<file path="config.mk">
export PLATFORM = sky130hd
export DESIGN_NAME = stream_mux_rr
export DESIGN_NICKNAME = d
export VERILOG_FILES = /design/src/rtl/stream_mux_rr.sv
export SDC_FILE = /design/constraint.sdc
export NUM_CORES = 1
export LEC_CHECK = 0
export CORE_ASPECT_RATIO = 1.4
export CORE_MARGIN = 2
export CORE_UTILIZATION = 25
export CTS_BUF_LIST = sky130_fd_sc_hd__clkbuf_16
export DETAILED_ROUTE_END_ITERATION = 12
export SETUP_SLACK_MARGIN = 0.15
export SYNTH_ARGS = -nofsm -noshare
export SYNTH_HDL_FRONTEND = slang
export SYNTH_SLANG_ARGS = --single-unit
</file>
<file path="constraint.sdc">
create_clock -name clk -period 2.83 [get_ports clk]
set_clock_uncertainty 0.1 [all_clocks]
set_input_delay 0.283 -clock clk [delete_from_list [all_inputs] [get_ports clk]]
set_output_delay 0.283 -clock clk [all_outputs]
set_load 0.1 [all_outputs]
</file>
<file path="src/rtl/stream_mux_rr.sv">
// rtl/stream_mux_rr.sv - N-channel valid/ready stream mux with select and round-robin modes, registered output
// Optional packet lock (in_last/out_last) enabled by defining STREAM_MUX_LOCK_EN.
module stream_mux_rr #(
  parameter int WIDTH    = 8,
  parameter int CHANNELS = 4,
  parameter int SEL_W    = 2
) (
  input  logic                      clk,
  input  logic                      rst_n,
  input  logic                      mode,
  input  logic [SEL_W-1:0]          sel,
  input  logic [CHANNELS*WIDTH-1:0] in_data,
  input  logic [CHANNELS-1:0]       in_valid,
  output logic [CHANNELS-1:0]       in_ready,
`ifdef STREAM_MUX_LOCK_EN
  input  logic [CHANNELS-1:0]       in_last,
  output logic                      out_last,
`endif
  output logic [WIDTH-1:0]          out_data,
  output logic [SEL_W-1:0]          out_ch,
  output logic                      out_valid,
  input  logic                      out_ready
);

  logic [WIDTH-1:0] ch_data [CHANNELS];
  logic [WIDTH-1:0] out_data_q, out_data_d;
  logic [SEL_W-1:0] out_ch_q, out_ch_d;
  logic             out_valid_q, out_valid_d;
  logic [SEL_W-1:0] rr_ptr_q, rr_ptr_d;
  logic             free, xfer, gnt_vld;
  logic [SEL_W-1:0] gnt_idx;

  // Channel index base+off with wrap at CHANNELS; base is always < CHANNELS.
  function automatic logic [SEL_W-1:0] rr_pos(input logic [SEL_W-1:0] base, input int off);
    int s;
    s = int'(base) + off;
    if (s >= CHANNELS) s = s - CHANNELS;
    return SEL_W'(s);
  endfunction

  always_comb begin
    for (int i = 0; i < CHANNELS; i++) ch_data[i] = in_data[i*WIDTH +: WIDTH];
  end

`ifdef STREAM_MUX_LOCK_EN
  logic             lock_q, lock_d;
  logic [SEL_W-1:0] lock_ch_q, lock_ch_d;
  logic             out_last_q, out_last_d;
`endif

  always_comb begin
    gnt_vld = 1'b0;
    gnt_idx = '0;
    if (mode) begin
      // Walk offsets from far to near so the nearest valid channel after rr_ptr wins.
      for (int k = CHANNELS; k >= 1; k--) begin
        if (in_valid[rr_pos(rr_ptr_q, k)]) begin
          gnt_vld = 1'b1;
          gnt_idx = rr_pos(rr_ptr_q, k);
        end
      end
    end else begin
      for (int i = 0; i < CHANNELS; i++) begin
        if (sel == SEL_W'(i) && in_valid[i]) begin
          gnt_vld = 1'b1;
          gnt_idx = SEL_W'(i);
        end
      end
    end
`ifdef STREAM_MUX_LOCK_EN
    if (lock_q) begin
      gnt_vld = in_valid[lock_ch_q];
      gnt_idx = lock_ch_q;
    end
`endif
  end

  assign free = !out_valid_q || out_ready;
  assign xfer = gnt_vld && free;

  always_comb begin
    for (int i = 0; i < CHANNELS; i++) in_ready[i] = xfer && (gnt_idx == SEL_W'(i));
  end

  always_comb begin
    out_data_d  = out_data_q;
    out_ch_d    = out_ch_q;
    out_valid_d = out_valid_q;
    rr_ptr_d    = rr_ptr_q;
    if (xfer) begin
      out_data_d  = ch_data[gnt_idx];
      out_ch_d    = gnt_idx;
      out_valid_d = 1'b1;
      if (mode) rr_ptr_d = gnt_idx;
    end else if (out_ready) begin
      out_valid_d = 1'b0;
    end
  end

  always_ff @(posedge clk or negedge rst_n) begin
    if (!rst_n) begin
      out_data_q  <= '0;
      out_ch_q    <= '0;
      out_valid_q <= 1'b0;
      rr_ptr_q    <= SEL_W'(CHANNELS - 1);
    end else begin
      out_data_q  <= out_data_d;
      out_ch_q    <= out_ch_d;
      out_valid_q <= out_valid_d;
      rr_ptr_q    <= rr_ptr_d;
    end
  end

`ifdef STREAM_MUX_LOCK_EN
  always_comb begin
    lock_d     = lock_q;
    lock_ch_d  = lock_ch_q;
    out_last_d = out_last_q;
    if (xfer) begin
      lock_d     = !in_last[gnt_idx];
      lock_ch_d  = gnt_idx;
      out_last_d = in_last[gnt_idx];
    end
  end

  always_ff @(posedge clk or negedge rst_n) begin
    if (!rst_n) begin
      lock_q     <= 1'b0;
      lock_ch_q  <= '0;
      out_last_q <= 1'b0;
    end else begin
      lock_q     <= lock_d;
      lock_ch_q  <= lock_ch_d;
      out_last_q <= out_last_d;
    end
  end

  assign out_last = out_last_q;
`endif

  assign out_data  = out_data_q;
  assign out_ch    = out_ch_q;
  assign out_valid = out_valid_q;

endmodule

</file>
After elaboration in Yosys (flattened, before gate mapping)
Index checks and enable logic that the tools add are counted.
Operators by class
  add/sub/neg operators: 8
  $lt $le $gt $ge: 9
  equality and inequality tests: 6
  mux-type cells: 38
  bitwise gates (word level): 1
  reduce and logical (&&, ||, !) cells: 15
Operators by type and width (number)
  $mux 2: 15
  $bmux 8 s2: 1
  $mux 1: 16
  $mux 8: 2
  $ge 3x3->1 const B: 4
  $lt 2x3->1 const B: 4
  $logic_and 1x1->1: 9
  $bmux 1 s2: 4
  $eq 2x2->1 const B: 4
  $sub 2x1->2 const B: 4
  $add 2x2->3 const B: 2
  $add 2x3->4 const B: 1
  $eq 2x1->1 const B: 2
  $ge 4x3->1 const B: 1
  $logic_not 2->1: 2
  $add 2x1->3 const B: 1
  $not 2->3: 1
  $reduce_and 2->1: 1
  $reduce_bool 2->1: 1
  $logic_not 1->1: 1
  $logic_or 1x1->1: 1
Storage, ports and cells
  register bits: 13

Longest topological paths before layout
  word-level depth: 15
  depth in mapped cells: 7

Worst setup path after synthesis
OpenSTA, ideal clock, no wires.
  path type: register -> output
  start: reg out_valid_q, in the netlist out_valid
  end: out in_ready[0]
  arrival: 3821 ps
  data required time: 2447 ps
  setup slack: -1374 ps
  cell stages (with the launch flop): 6
  cell sequence: dfrtp_1 > nor2b_1 > a31oi_1 > o21ai_1 > clkbuf_1 > nor3b_1
On the way
  cells in the longest elaborated chain, start to end: 4
RTL lines
  from (decl): RTL line 28  | logic out_valid_q, out_valid_d;
  from (signal assigned): RTL line 109  | out_valid_q <= out_valid_d;
  $logic_not 1->1: RTL line 78  | assign free = !out_valid_q || out_ready;
  $logic_or 1x1->1: RTL line 78
  $logic_and 1x1->1: RTL line 79  | assign xfer = gnt_vld && free;
  $logic_and 1x1->1: RTL line 82  | for (int i = 0; i < CHANNELS; i++) in_ready[i] = xfer && (gnt_idx == SEL_W'(i));
  to (decl): RTL line 14  | output logic [CHANNELS-1:0] in_ready,
Every way passes these cells.

Final worst setup path
  start: reg rr_ptr_q[0]
  end: out in_ready[0]
On the way
  cells in the longest elaborated chain, start to end: 13
RTL lines
  from (decl): RTL line 29  | logic [SEL_W-1:0] rr_ptr_q, rr_ptr_d;
  from (signal assigned): RTL line 105  | rr_ptr_q <= SEL_W'(CHANNELS - 1);
  from (signal assigned): RTL line 110  | rr_ptr_q <= rr_ptr_d;
  $add 2x3->4: RTL line 36  | s = int'(base) + off;
  $ge 4x3->1 or $sub 2x1->2 (tied branches): RTL line 37  | if (s >= CHANNELS) s = s - CHANNELS;
  $mux 2: RTL line 37
  $mux 2: RTL line 54  | if (mode) begin
  $bmux 1 s2: RTL line 57  | if (in_valid[rr_pos(rr_ptr_q, k)]) begin
  $mux 1 (implied by the code): RTL line 57
  $mux 2 or $mux 1 (tied branches) (4 in a row): RTL line 57
  $mux 2 or $mux 1 (tied branches): RTL line 54
  $logic_not 2->1 or $logic_and 1x1->1 (tied branches): RTL line 82, 79
  $logic_and 1x1->1 *: RTL line 82
Every way passes the cells marked *; elsewhere a longest branch is shown, timed or not. The select of a mux whose other input is x is not followed.

==> metrics.txt <==
# TYPE chip_impl_metric gauge
chip_impl_info{name="status",value="completed"} 1
chip_impl_metric{name="layout_setup_ws",unit="ps"} 248
chip_impl_metric{name="cts_stage_hold_buffer_count",unit=""} 0
chip_impl_metric{name="synth-warning-count",unit=""} 0
chip_impl_metric{name="vias",unit=""} 1182
chip_impl_metric{name="finalHoldViolations",unit=""} 0
chip_impl_metric{name="layout.nets",unit=""} 223
chip_impl_metric{name="synth-edff-count",unit=""} 0
chip_impl_metric{name="maxSlewHeadroom",unit=""} 0.588
chip_impl_metric{name="vdd_ir_drop_max",unit="mV"} 0.319
chip_impl_metric{name="gr-usage-all-layers",unit=""} 0.146
chip_impl_metric{name="die-area",unit="um^2"} 4870
chip_impl_metric{name="clk_latency",unit="ps"} 240
chip_impl_metric{name="clock.fmax",unit="GHz"} 0.387
chip_impl_metric{name="mappedNetlistNets",unit=""} 159
chip_impl_metric{name="worst_setup_slack_post_dpl",unit="ps"} 151
chip_impl_metric{name="grt_overflow",unit=""} 0
chip_impl_metric{name="grt_antenna_before_repair",unit=""} 0
chip_impl_metric{name="cts_max_path_buffers",unit=""} 2
chip_impl_metric{name="synth.ff_latch_count",unit=""} 13
chip_impl_metric{name="finalSetupViolCount",unit=""} 0
chip_impl_metric{name="die_span_y",unit="um"} 81.8
chip_impl_metric{name="path_max_fanout",unit=""} 5
chip_impl_metric{name="coreArea",unit="um^2"} 4200
chip_impl_metric{name="first_global_vias",unit=""} 1180
chip_impl_metric{name="cap_viol_max_count",unit=""} 0
chip_impl_info{name="clockRootBuffer",value="sky130_fd_sc_hd__clkbuf_16"} 1
chip_impl_metric{name="drt_first_iter_violations",unit=""} 40
chip_impl_metric{name="filler_cell_count",unit=""} 396
chip_impl_metric{name="remaining_drc_errors",unit=""} 0
chip_impl_metric{name="detailed_route_wire_length_per_cell",unit="um"} 15.3
chip_impl_info{name="kind_of_start_point_of_the_critical_path",value="flip-flop"} 1
chip_impl_metric{name="gpl.final_weighted_congestion",unit=""} 0.770
chip_impl_metric{name="final_layout_size_suffix_gt1_frac",unit=""} 0.300
chip_impl_metric{name="firstDrtPassIters",unit=""} 4
chip_impl_metric{name="mappedNetlistArea",unit="um^2"} 1080
chip_impl_metric{name="wirelength",unit="mm"} 3.44
chip_impl_metric{name="ant_nets",unit=""} 0
chip_impl_metric{name="timing.final.crit_share",unit=""} 0.912
chip_impl_metric{name="grt_pass1_wl",unit="mm"} 5.44
chip_impl_metric{name="final.min_clock_period",unit="ps"} 2580
chip_impl_metric{name="core.rowCount",unit=""} 28
chip_impl_metric{name="postSynthCellCount",unit=""} 117
chip_impl_metric{name="fin_util",unit=""} 0.439
chip_impl_info{name="worst_setup_path_end_kind",value="output port"} 1
chip_impl_info{name="rsz0062_at_grt",value="no"} 1
chip_impl_metric{name="floorplan.die.width",unit="um"} 59.5
chip_impl_metric{name="p_leak",unit="nW"} 0.751
chip_impl_metric{name="diodes",unit=""} 0
chip_impl_metric{name="top_level_ports",unit=""} 57
chip_impl_metric{name="vias_per_cell",unit=""} 5.25
chip_impl_metric{name="areaGrowthSynthToFinish",unit="%"} 71.0
chip_impl_metric{name="cellPowerDensity",unit="nW/um^2"} 713
chip_impl_metric{name="initial_core_util",unit=""} 0.257
chip_impl_metric{name="final.setup.tns",unit="ps"} 0
chip_impl_info{name="crit_path_class",value="flip-flop to output port"} 1
chip_impl_metric{name="timing.critical_path.required",unit="ps"} 2450
chip_impl_metric{name="worst_ep_arrival_time",unit="ps"} 2200
chip_impl_info{name="synth_ff_type",value="sky130_fd_sc_hd__dfrtp_1"} 1
chip_impl_metric{name="postSynthAreaPerCell",unit="um^2"} 9.23
chip_impl_metric{name="tightest_slew",unit="ps"} 616
chip_impl_metric{name="hpwlAfterDp",unit="mm"} 2.71
chip_impl_metric{name="slew_viol_final",unit=""} 0
chip_impl_metric{name="clock_input_transition_at_the_sequential_cells_of_the_worst_setup_and_hold_paths",unit="ps"} 40
chip_impl_metric{name="ys_types",unit=""} 36
chip_impl_metric{name="io_buffers",unit=""} 56
chip_impl_metric{name="synthArstFlopShare",unit=""} 1.00
chip_impl_info{name="cts_tree",value="yes"} 1
chip_impl_metric{name="clock_sinks",unit=""} 13
chip_impl_metric{name="ctsHtreeMaxLevel",unit=""} 1
chip_impl_metric{name="cts_buffers",unit=""} 3
chip_impl_metric{name="grt_start_max_net_pins",unit=""} 17
chip_impl_info{name="worstHoldPathType",value="input port to asynchronous set/reset pin"} 1
chip_impl_metric{name="synth_sequential_area_ratio",unit=""} 0.304
-- repair_timing --
action                                  in CTS  in global routing
gates resized for setup                      0                  1
setup buffers                                0                  0
endpoints found under the setup margin       0                  3
-- per-stage QoR --
stage	hold slack [ps]	area [um^2]	power, mW	cells
6_report	332	1850	1.32	225
2_1_floorplan	-113	1120	0.834	117
3_3_place_gp	370	1770	1.05	221
5_1_grt	400	1850	1.38	225
4_1_cts	363	1840	1.33	225
3_5_place_dp	370	1770	1.06	221
-- per-layer routing --
metal | vias up | GRT usage | share of wire
met2 | 47 | 0.255 | 0.52
met5 | - | 0 | 0
met3 | 5 | 0.0205 | 0.067
met4 | 0 | 0.0533 | 0.011
met1 | 564 | 0.180 | 0.40
li1 | 566 | - | -
-- power by group --
group | switching [mW] | total [mW] | internal [mW] | leakage, nW
clock network | 0.0767 | 0.263 | 0.186 | 0.0423
logic | 0.523 | 0.776 | 0.253 | 0.565
registers | 0.0375 | 0.278 | 0.240 | 0.143
total | 0.637 | 1.32 | 0.679 | 0.751
-- worst max-delay path, stage by stage, from the launching register on --
cell	delay, ps
sky130_fd_sc_hd__dfstp_2	560
sky130_fd_sc_hd__inv_2	60
sky130_fd_sc_hd__o31a_2	320
sky130_fd_sc_hd__a211o_1	330
sky130_fd_sc_hd__nand2_1	220
sky130_fd_sc_hd__nor3b_4	270
sky130_fd_sc_hd__buf_12	200
-- registers in the layout (all words and copies together) (netlist names) --
register	flops
out_ch	2
out_data	8
out_valid	1
rr_ptr_q	2
-- cell type report --
cell class / instances / area (um^2) / area share
inverter: 6 / 22.5 / 0.0122
tap: 45 / 56.3 / 0.0305
clock inverter: 1 / 3.75 / 0.00203
clock buffer: 3 / 75.1 / 0.0407
timing repair buffer: 64 / 636 / 0.344
multi-input combinational: 93 / 724 / 0.392
sequential: 13 / 329 / 0.178
-- cell usage in the layout, fill, tap and decap left out, types with 2 or more instances in the layout --
master                            count
sky130_fd_sc_hd__mux2i_1              2
sky130_fd_sc_hd__clkdlybuf4s50_1     40
sky130_fd_sc_hd__nand3b_1             9
sky130_fd_sc_hd__nand2_1              7
sky130_fd_sc_hd__a221oi_2             2
sky130_fd_sc_hd__or2_2                2
sky130_fd_sc_hd__buf_4               19
sky130_fd_sc_hd__dfrtp_1             10
sky130_fd_sc_hd__buf_12               4
sky130_fd_sc_hd__dfstp_2              2
sky130_fd_sc_hd__nor2_1              11
sky130_fd_sc_hd__a21oi_4              2
sky130_fd_sc_hd__a31oi_1              9
sky130_fd_sc_hd__o21ai_1              2
sky130_fd_sc_hd__o21ai_0             13
sky130_fd_sc_hd__mux2_2               4
sky130_fd_sc_hd__clkbuf_16            3
sky130_fd_sc_hd__inv_1                6
sky130_fd_sc_hd__mux2_4               6
sky130_fd_sc_hd__o31a_1               8
-- final timing paths --
kind | depth (start not counted) | from | slack [ps] | end
setup reg to reg | 7 | rr_ptr_q[0] | 600 | out_data[6]
hold reg to reg | 2 | out_ch[0] | 380 | out_ch[0]
max in group asynchronous | 1 | rst_n | 1860 | out_valid
min in group clk | 2 | out_ch[0] | 380 | out_ch[0]
hold / removal | 1 | rst_n | 330 | out_data[7]
setup / recovery | 6 | rr_ptr_q[0] | 250 | in_ready[0]
-- cells in the mapped netlist, types with 2 or more instances --
cell | number | area share
sky130_fd_sc_hd__mux2i_1 | 2 | 0.019
sky130_fd_sc_hd__inv_1 | 5 | 0.017
sky130_fd_sc_hd__nor2_1 | 12 | 0.042
sky130_fd_sc_hd__a221oi_2 | 2 | 0.028
sky130_fd_sc_hd__mux2_2 | 4 | 0.042
sky130_fd_sc_hd__o31a_1 | 8 | 0.065
sky130_fd_sc_hd__a21oi_1 | 2 | 0.0093
sky130_fd_sc_hd__o21ai_0 | 13 | 0.060
sky130_fd_sc_hd__or2_2 | 2 | 0.012
sky130_fd_sc_hd__nand2_1 | 7 | 0.024
sky130_fd_sc_hd__mux2_4 | 6 | 0.083
sky130_fd_sc_hd__nand3b_1 | 9 | 0.063
sky130_fd_sc_hd__dfrtp_1 | 11 | 0.25
sky130_fd_sc_hd__dfstp_2 | 2 | 0.049
sky130_fd_sc_hd__a31oi_1 | 9 | 0.052
sky130_fd_sc_hd__clkbuf_1 | 2 | 0.0070
sky130_fd_sc_hd__o21ai_1 | 2 | 0.0093
-- cell families after synthesis --
kind of cell,share of synthesized area
AO/OA/AOI/OAI,0.320
AND/OR/NAND/NOR,0.174
flip-flops,0.304
multiplexers,0.144
buffers and inverters,0.0591
Note: power is estimated with default switching activity, not from simulation.
